[src/rtl/conv2d_sched.sv]
// conv2d_sched: layer-level scheduler for a 2-D convolution engine.
//
// A layer is a set of passes, one for each (output channel, input channel)
// pair. The input channel index (ic) steps fastest. Each pass runs in this
// order:
//   1. Request a KS*KS weight load (param_prefetch).
//   2. Wait for wload_done.
//   3. Start the pass (param_ena).
//   4. Wait for pass_done.
//   5. Advance to the next (ic, oc) pair.
//
// The weight, input-plane and output-plane addresses are kept as running sums
// (no multipliers).
//
// Ports:
//   clk, rst              clock, synchronous active-high reset
//   cfg_start, cfg_abort  one-cycle layer start / abort pulses
//   cfg_waddr/xaddr/yaddr base addresses (weights, input planes, output planes)
//   cfg_xstride/ystride   byte stride between input / output planes
//   cfg_width_in, cfg_length_in, cfg_length_out  per-pass geometry (passed through)
//   cfg_num_ic, cfg_num_oc                       channel counts
//   cfg_busy, cfg_done                           layer status
//   param_prefetch, param_waddr, param_length_w  weight-load request
//   param_ena, param_xaddr, param_yaddr, param_width_in,
//   param_length_in, param_length_out            pass-start request
//   wload_done, pass_done                        completion handshakes
module conv2d_sched #(
  parameter int KS = 3,
  parameter int AW = 32
) (
  input  logic          clk,
  input  logic          rst,
  input  logic          cfg_start,
  input  logic          cfg_abort,
  input  logic [AW-1:0] cfg_waddr,
  input  logic [AW-1:0] cfg_xaddr,
  input  logic [AW-1:0] cfg_yaddr,
  input  logic [AW-1:0] cfg_xstride,
  input  logic [AW-1:0] cfg_ystride,
  input  logic [8:0]    cfg_width_in,
  input  logic [17:0]   cfg_length_in,
  input  logic [17:0]   cfg_length_out,
  input  logic [7:0]    cfg_num_ic,
  input  logic [7:0]    cfg_num_oc,
  output logic          cfg_busy,
  output logic          cfg_done,
  output logic          param_prefetch,
  output logic [AW-1:0] param_waddr,
  output logic [7:0]    param_length_w,
  output logic          param_ena,
  output logic [AW-1:0] param_xaddr,
  output logic [AW-1:0] param_yaddr,
  output logic [8:0]    param_width_in,
  output logic [17:0]   param_length_in,
  output logic [17:0]   param_length_out,
  input  logic          wload_done,
  input  logic          pass_done
);

  // Consecutive passes are one weight block apart in memory, so the weight
  // address advances by a fixed byte step on every pass.
  localparam logic [AW-1:0] W_STEP = AW'(KS * KS * 4);
  localparam logic [7:0]    LEN_W  = 8'(KS * KS);

  typedef enum logic [6:0] {
    S_IDLE   = 7'b0000001,
    S_LOAD_W = 7'b0000010,
    S_WAIT_W = 7'b0000100,
    S_RUN    = 7'b0001000,
    S_WAIT_P = 7'b0010000,
    S_NEXT   = 7'b0100000,
    S_DONE   = 7'b1000000
  } state_t;

  state_t state, state_nx;

  logic [7:0]    ic, oc;
  logic [7:0]    num_ic, num_oc;
  logic [AW-1:0] x_base, xstride, ystride;
  logic          more_passes;

  logic accept, advance, ic_last, oc_last, zero_layer;

  assign accept     = (state == S_IDLE) && cfg_start;
  // An abort that coincides with pass_done suppresses the address advance.
  assign advance    = (state == S_WAIT_P) && pass_done && !cfg_abort;
  assign ic_last    = (ic == num_ic - 8'd1);
  assign oc_last    = (oc == num_oc - 8'd1);
  assign zero_layer = (cfg_num_ic == 8'd0) || (cfg_num_oc == 8'd0);

  always_ff @(posedge clk) begin
    if (rst) state <= S_IDLE;
    else     state <= state_nx;
  end

  // Strobes and status come straight from the one-hot state bits, so they
  // are glitch-free and exactly one cycle wide.
  always_comb begin
    state_nx       = state;
    cfg_busy       = (state != S_IDLE);
    cfg_done       = (state == S_DONE);
    param_prefetch = (state == S_LOAD_W);
    param_ena      = (state == S_RUN);
    unique case (state)
      S_IDLE:   if (cfg_start) state_nx = zero_layer ? S_DONE : S_LOAD_W;
      S_LOAD_W: state_nx = S_WAIT_W;
      S_WAIT_W: if (wload_done) state_nx = S_RUN;
      S_RUN:    state_nx = S_WAIT_P;
      S_WAIT_P: if (pass_done) state_nx = S_NEXT;
      S_NEXT:   state_nx = more_passes ? S_LOAD_W : S_DONE;
      S_DONE:   state_nx = S_IDLE;
      default:  state_nx = S_IDLE;
    endcase
    if (cfg_abort && (state != S_IDLE)) state_nx = S_IDLE;
  end

  // The next pass's addresses are computed on the edge that enters S_NEXT.
  // They are therefore already valid in S_NEXT, and they stay put until the
  // next pass completes. more_passes records whether the pass that just
  // finished was the final one.
  always_ff @(posedge clk) begin
    if (rst) begin
      ic               <= '0;
      oc               <= '0;
      num_ic           <= '0;
      num_oc           <= '0;
      x_base           <= '0;
      xstride          <= '0;
      ystride          <= '0;
      more_passes      <= 1'b0;
      param_waddr      <= '0;
      param_xaddr      <= '0;
      param_yaddr      <= '0;
      param_length_w   <= '0;
      param_width_in   <= '0;
      param_length_in  <= '0;
      param_length_out <= '0;
    end else if (accept) begin
      ic               <= '0;
      oc               <= '0;
      num_ic           <= cfg_num_ic;
      num_oc           <= cfg_num_oc;
      x_base           <= cfg_xaddr;
      xstride          <= cfg_xstride;
      ystride          <= cfg_ystride;
      more_passes      <= 1'b0;
      param_waddr      <= cfg_waddr;
      param_xaddr      <= cfg_xaddr;
      param_yaddr      <= cfg_yaddr;
      param_length_w   <= LEN_W;
      param_width_in   <= cfg_width_in;
      param_length_in  <= cfg_length_in;
      param_length_out <= cfg_length_out;
    end else if (advance) begin
      if (ic_last && oc_last) begin
        more_passes <= 1'b0;
      end else begin
        more_passes <= 1'b1;
        param_waddr <= param_waddr + W_STEP;
        if (ic_last) begin
          ic          <= '0;
          oc          <= oc + 8'd1;
          param_xaddr <= x_base;
          param_yaddr <= param_yaddr + ystride;
        end else begin
          ic          <= ic + 8'd1;
          param_xaddr <= param_xaddr + xstride;
        end
      end
    end
  end

endmodule

[config.mk]
export PLATFORM = sky130hd
export DESIGN_NAME = conv2d_sched
export DESIGN_NICKNAME = d
export VERILOG_FILES = /design/src/rtl/conv2d_sched.sv
export SDC_FILE = /design/constraint.sdc
export NUM_CORES = 1
export LEC_CHECK = 0
export BUFFER_PORTS_ARGS = -buffer_cell sky130_fd_sc_hd__buf_2
export CORE_UTILIZATION = 57
export DETAILED_ROUTE_END_ITERATION = 8
export GPL_ROUTABILITY_DRIVEN = 0
export PLACE_DENSITY = 0.88
export SETUP_SLACK_MARGIN = 0.05
export SYNTH_ARGS = -nofsm -noshare
export SYNTH_HDL_FRONTEND = slang
export SYNTH_SLANG_ARGS = --single-unit
[constraint.sdc]
create_clock -name clk -period 5 [get_ports clk]
set_input_delay 0.25 -clock clk [delete_from_list [all_inputs] [get_ports clk]]
set_output_delay 0.25 -clock clk [all_outputs]
set_load 0.01 [all_outputs]
; ---- Word-level counts from Yosys, hierarchy flattened
; Cells that the tools add are included.
[classes]
eq_ne = 14
reduce_logical = 18
addsub = 7
bitwise_logic = 1
muxes = 19
[ops]
columns = operator, count
row1 = $mux W32, 11
row2 = $add A32 B32 Y32, 2
row3 = $pmux W7 S6, 1
row4 = $mux W7, 5
row5 = $add A32 B6 Y32 const B, 1
row6 = $add A8 B1 Y8 const B, 2
row7 = $eq A8 B8 Y1, 2
row8 = $logic_not A8 Y1, 2
row9 = $sub A8 B1 Y8 const B, 2
row10 = $reduce_and A3 Y1, 3
row11 = $mux W8, 1
row12 = $ne A2 B2 Y1 const B, 4
row13 = $eq A7 B1 Y1 const B, 1
row14 = $eq A7 B2 Y1 const B, 1
row15 = $eq A7 B3 Y1 const B, 1
row16 = $eq A7 B4 Y1 const B, 1
row17 = $eq A7 B5 Y1 const B, 1
row18 = $eq A7 B6 Y1 const B, 1
row19 = $eq A7 B7 Y1 const B, 1
row20 = $ne A7 B1 Y1 const B, 1
row21 = $logic_and A1 B1 Y1, 5
row22 = $reduce_and A2 Y1, 2
row23 = $reduce_bool A2 Y1, 2
row24 = $reduce_or A2 Y1, 2
row25 = other kinds (4), 4
[totals]
word_cells = 75
ff_bits = 278
output_inout_bits = 153
input_bits = 227

; ---- Depth between registers and ports, before layout
[depth]
depth_word = 6
mapped_depth = 13
mapped_depth_nobuf = 12

; ---- Worst setup path before layout
; No wires, ideal clock.
[synth_timing]
path_kind = reg-to-reg
start = register param_yaddr[0]
end = register param_yaddr[30]
path_slack_ps = 1959
n_path_buf = 0
arrival_time_ps = 2929
t_required_ps = 4888
path_stages_with_launch = 13
setup_ps = 112
period_less_slack_ps = 3041
path_cell_list = dfxtp_1 ha_1 inv_1 fa_1 nand2b_1 a211oi_1 o21a_1 o211ai_1 a31o_2 a211oi_1 a221oi_1 xor2_1 a2111oi_1
[synth_between]
elab_chain_len = 5
[synth_rtl]
columns = item, line_no
row1 = from (decl), 52  ; output logic [AW-1:0] param_yaddr,
row2 = from (signal assigned), 149  ; param_yaddr <= cfg_yaddr;
row3 = from (signal assigned), 164  ; param_yaddr <= param_yaddr + ystride;
row4 = $add A32 B32 Y32, 164
row5 = $mux W32, 160  ; if (ic_last) begin
row6 = $mux W32, 155  ; if (ic_last && oc_last) begin
row7 = $mux W32, 154  ; end else if (advance) begin
row8 = $mux W32, 138  ; end else if (accept) begin
; Every way passes these cells. The select of a mux whose other input is x is not followed.
; A chain may end at the register's enable or synchronous reset.

; ---- Final worst setup path
[layout_timing]
start = register num_ic[0]
end = register param_yaddr[31]
[layout_between]
elab_chain_len = 5
word_cells_on_any_way = 6
classes_between = add/sub: 1 / eq/ne: 2 / reduce/logical: 3
[layout_rtl]
columns = item, line_no
row1 = from (decl), 78  ; logic [7:0] num_ic, num_oc;
row2 = from (signal assigned), 141  ; num_ic <= cfg_num_ic;
row3 = $sub A8 B1 Y8 *, 87  ; assign ic_last = (ic == num_ic - 8'd1);
row4 = $eq A8 B8 Y1 *, 87
row5 = $logic_and A1 B1 Y1, 155
row6 = $ne A2 B2 Y1 (no line), n/a
row7 = $reduce_and A3 Y1 (no line) *, n/a
; Mark *: on every way between the ends. The rest lies on a longest branch, timed or not.

==> out/metrics.cfg <==
[placement]
dp_hpwl_um = 31100
pre_cts_ws_ps = 1470
port_buffers = 373
dp_cells = 2501

[synthesis]
syn_inst = 1893
ys_ff_latch = 278
synth-edff-count = 0
synth_xor_area_frac = 0.0578
netlist_area_um2 = 14800
synth-main-ff-cell = dfxtp_1
seq_area_frac_synth = 0.375
synth-compound-area-share = 0.230
avgSynthCellArea_um2 = 7.84
synth_top_family_by_area = compound AO/OA/AOI/OAI gates
synthSimpleGateAreaFrac = 0.225
ys_warn_count = 0
synthDistinctLibCells = 78
synthAdderAreaFrac = 0.0592
synthMuxAreaShare = 0.0159
async_flop_share = 0

[flow_run]
max_cap_viol_count = 0

[clock_tree]
cts.htree.levels = 1
cts.clk_slew.worst_paths_ps = 60
cts-resized-gates = 0
postCtsHoldBufs = 198
cts_max_path_buffers = 3
cts_tree = built
clock_latency_ps = 580
numCtsBuffers = 30
postCtsSetupRepairBufs = 0
cts_sinks = 278
cts-root-buf = clkbuf_16

[setup_path]
cp_common_cell = a31oi_1
path_delay_family = compound AO/OA/AOI/OAI gates
required_ps = 5410
cp-end-kind = flip-flop
path_cells = inv_1, ha_1, and2_1, a211o_1, a31oi_1, a2111o_1, buf_4, a211o_1, buf_4, nor4_1, a31oi_1, a31oi_1
crit_slowest_cell = a211o_1
critical-path-max-stage-delay_ps = 720
rrSetupSlack_ps = 1400
cp_max_fo = 23
arrival_ps = 4010
crit_buf_inv = 3
crit_path_start_kind = flip-flop
critPathKind = flip-flop to flip-flop

[global_route]
grt_max_degree = 142
grt-ovfl-total = 0
antenna_found_initial = 3
track_usage = 0.380
grt_pass1_vias = 16607
grt_pass1_wl_um = 82200

[detailed_routing]
highest_layer = met4
wl_per_cell_um = 19.2
dr_wl_met2_um = 24600
drc = 0
drt_wl_total_um = 52900
detail-route-antenna-nets = 0
vias_per_cell = 6.11
drt-met1-wl_um = 19400
met3_length_um = 5400
drt_iter0_drc = 1922
vias = 16850
first_pass_iters = 9

[sta]
slew_viol_final = 0
slew_headroom = 0.312
finalHoldViolations = 0
fin_setup_tns_ps = 0
max_freq_ghz = 0.278
finalCritPeriodShare = 0.721
worst_pin_slew_ps = 1030
finalSetupViolations = 0
period_needed_ps = 3600
rsz0062_at_grt = false
fin_ws_ps = 1400
skew_ps = 38.6

[power_and_ir_drop]
max-vdd-ir-drop_mv = 0.373
p_per_area_nw_per_um2 = 442
total_power_mw = 8.80
power.leakage_nw = 8.89

[final_layout]
fin_util = 0.787
fin_cells = 2759
area_growth_pct = 34.3
finalNetCount = 2697
drive_gt1_frac = 0.195

[die]
die_h_um = 163
dieArea_um2 = 26700
io_pins = 380
dieWidth_um = 163
rows = 58
initial_core_util = 0.586
core_area_um2 = 25300

[worst_hold_path]
hold_class = primary input to flip-flop

[status]
status = complete, no violations

## synthesized netlist by cell type (6+ instances only)
cell / number / area [um^2]
and2_1: 11 / 68.8
buf_4: 11 / 82.6
a31oi_1: 15 / 93.8
a21o_1: 45 / 338
buf_2: 13 / 65.1
a21oi_1: 251 / 1260
xnor2_1: 49 / 429
or3_1: 8 / 50.1
nor4_1: 8 / 50.1
o22ai_1: 7 / 43.8
nand2b_1: 12 / 75.1
o21a_1: 8 / 60.1
nand3_1: 28 / 140
a211o_1: 6 / 52.6
dfxtp_1: 278 / 5570
o211ai_1: 11 / 82.6
nor3b_1: 7 / 52.6
a311oi_1: 10 / 87.6
o21ai_0: 49 / 245
ha_1: 67 / 838
mux2i_1: 19 / 190
a21boi_0: 7 / 52.6
xor2_1: 49 / 429
nand4_1: 15 / 93.8
and3_1: 19 / 119
nand2_1: 400 / 1500
a221oi_1: 7 / 61.3
nor3_1: 36 / 180
clkbuf_1: 87 / 327
nor2_1: 173 / 649
a211oi_1: 64 / 480
and4_1: 12 / 105
inv_1: 17 / 63.8
## worst reg2reg max path, stage by stage, from the launching register on
cell	delay, ps
dfxtp_1	410
inv_1	70
ha_1	280
and2_1	210
a211o_1	280
a31oi_1	270
a2111o_1	160
buf_4	290
a211o_1	720
buf_4	330
nor4_1	80
a31oi_1	230
a31oi_1	120
## kinds of logic (layout without fill, tap and decap cells)
kind of cell / Yosys count / in the layout
flops: 278 / 278
other cells: 1 / 10
simple gates: 758 / 758
mux: 23 / 23
buf+inv: 131 / 658
fa+ha+maj: 69 / 69
compound gates: 535 / 535
xor+xnor: 98 / 98
## routing by layer
layer	up-vias	GRT usage
met4	0	0.246
met3	336	0.0934
met1	7684	0.432
li1	7696	-
met2	1134	0.635
met5	-	0
## state kept, by name (all words and copies together) (netlist names)
signal            flops
param_waddr          32
param_xaddr          32
param_yaddr          32
x_base               32
xstride              32
ystride              32
param_length_in      18
param_length_out     18
param_width_in        9
ic                    8
num_ic                8
num_oc                8
oc                    8
state                 7
more_passes           1
param_length_w        1
## worst paths after layout
path | from | endpoint | cells past startpoint
setup / recovery | num_ic[0] | param_yaddr[31] | 12
hold / removal | cfg_waddr[27] | param_waddr[27] | 3
setup reg to reg | num_ic[0] | param_yaddr[31] | 12
hold reg to reg | param_length_out[9] | param_length_out[9] | 2
## where the power goes
part,total [mW],switching [mW],internal (mW),leakage (nW)
Clock,2.50,1.00,1.49,0.537
Sequential,3.06,0.408,2.66,2.28
Combinational,3.24,1.99,1.26,6.07
Total,8.80,3.39,5.41,8.89
## final cells by class
class / count / area [um^2]
Inverter: 17 / 63.8
Sequential cell: 278 / 5570
Clock inverter: 20 / 290
Tap cell: 330 / 413
Antenna cell: 4 / 10.0
Timing Repair Buffer: 585 / 4000
Multi-Input combinational cell: 1489 / 8770
Clock buffer: 36 / 823
Fill cell: 1605 / 5390
## stage by stage
step / area, um^2 / hold slack, ps
final: 19900 / 6.23
after floorplan: 14900 / 360
after detailed placement: 16800 / 444
after global placement: 16800 / 439
after global routing: 19900 / 34.8
after CTS: 19900 / 0.375
## cells in the final DEF, fill, tap and decap left out, types with 12 or more instances in the layout
master / n
buf_2: 372
nand2b_1: 12
xor2_1: 49
inv_1: 17
dlygate4sd3_1: 198
mux2i_1: 19
a21o_1: 45
xnor2_1: 49
o21ai_0: 49
a211oi_1: 64
clkbuf_16: 30
a31oi_1: 15
ha_1: 67
nand2_1: 399
nor2_1: 173
dfxtp_1: 278
and4_1: 12
and3_1: 19
nand4_1: 15
a21oi_1: 251
nand3_1: 28
nor3_1: 36
Note: power is estimated with default switching activity, not from simulation.
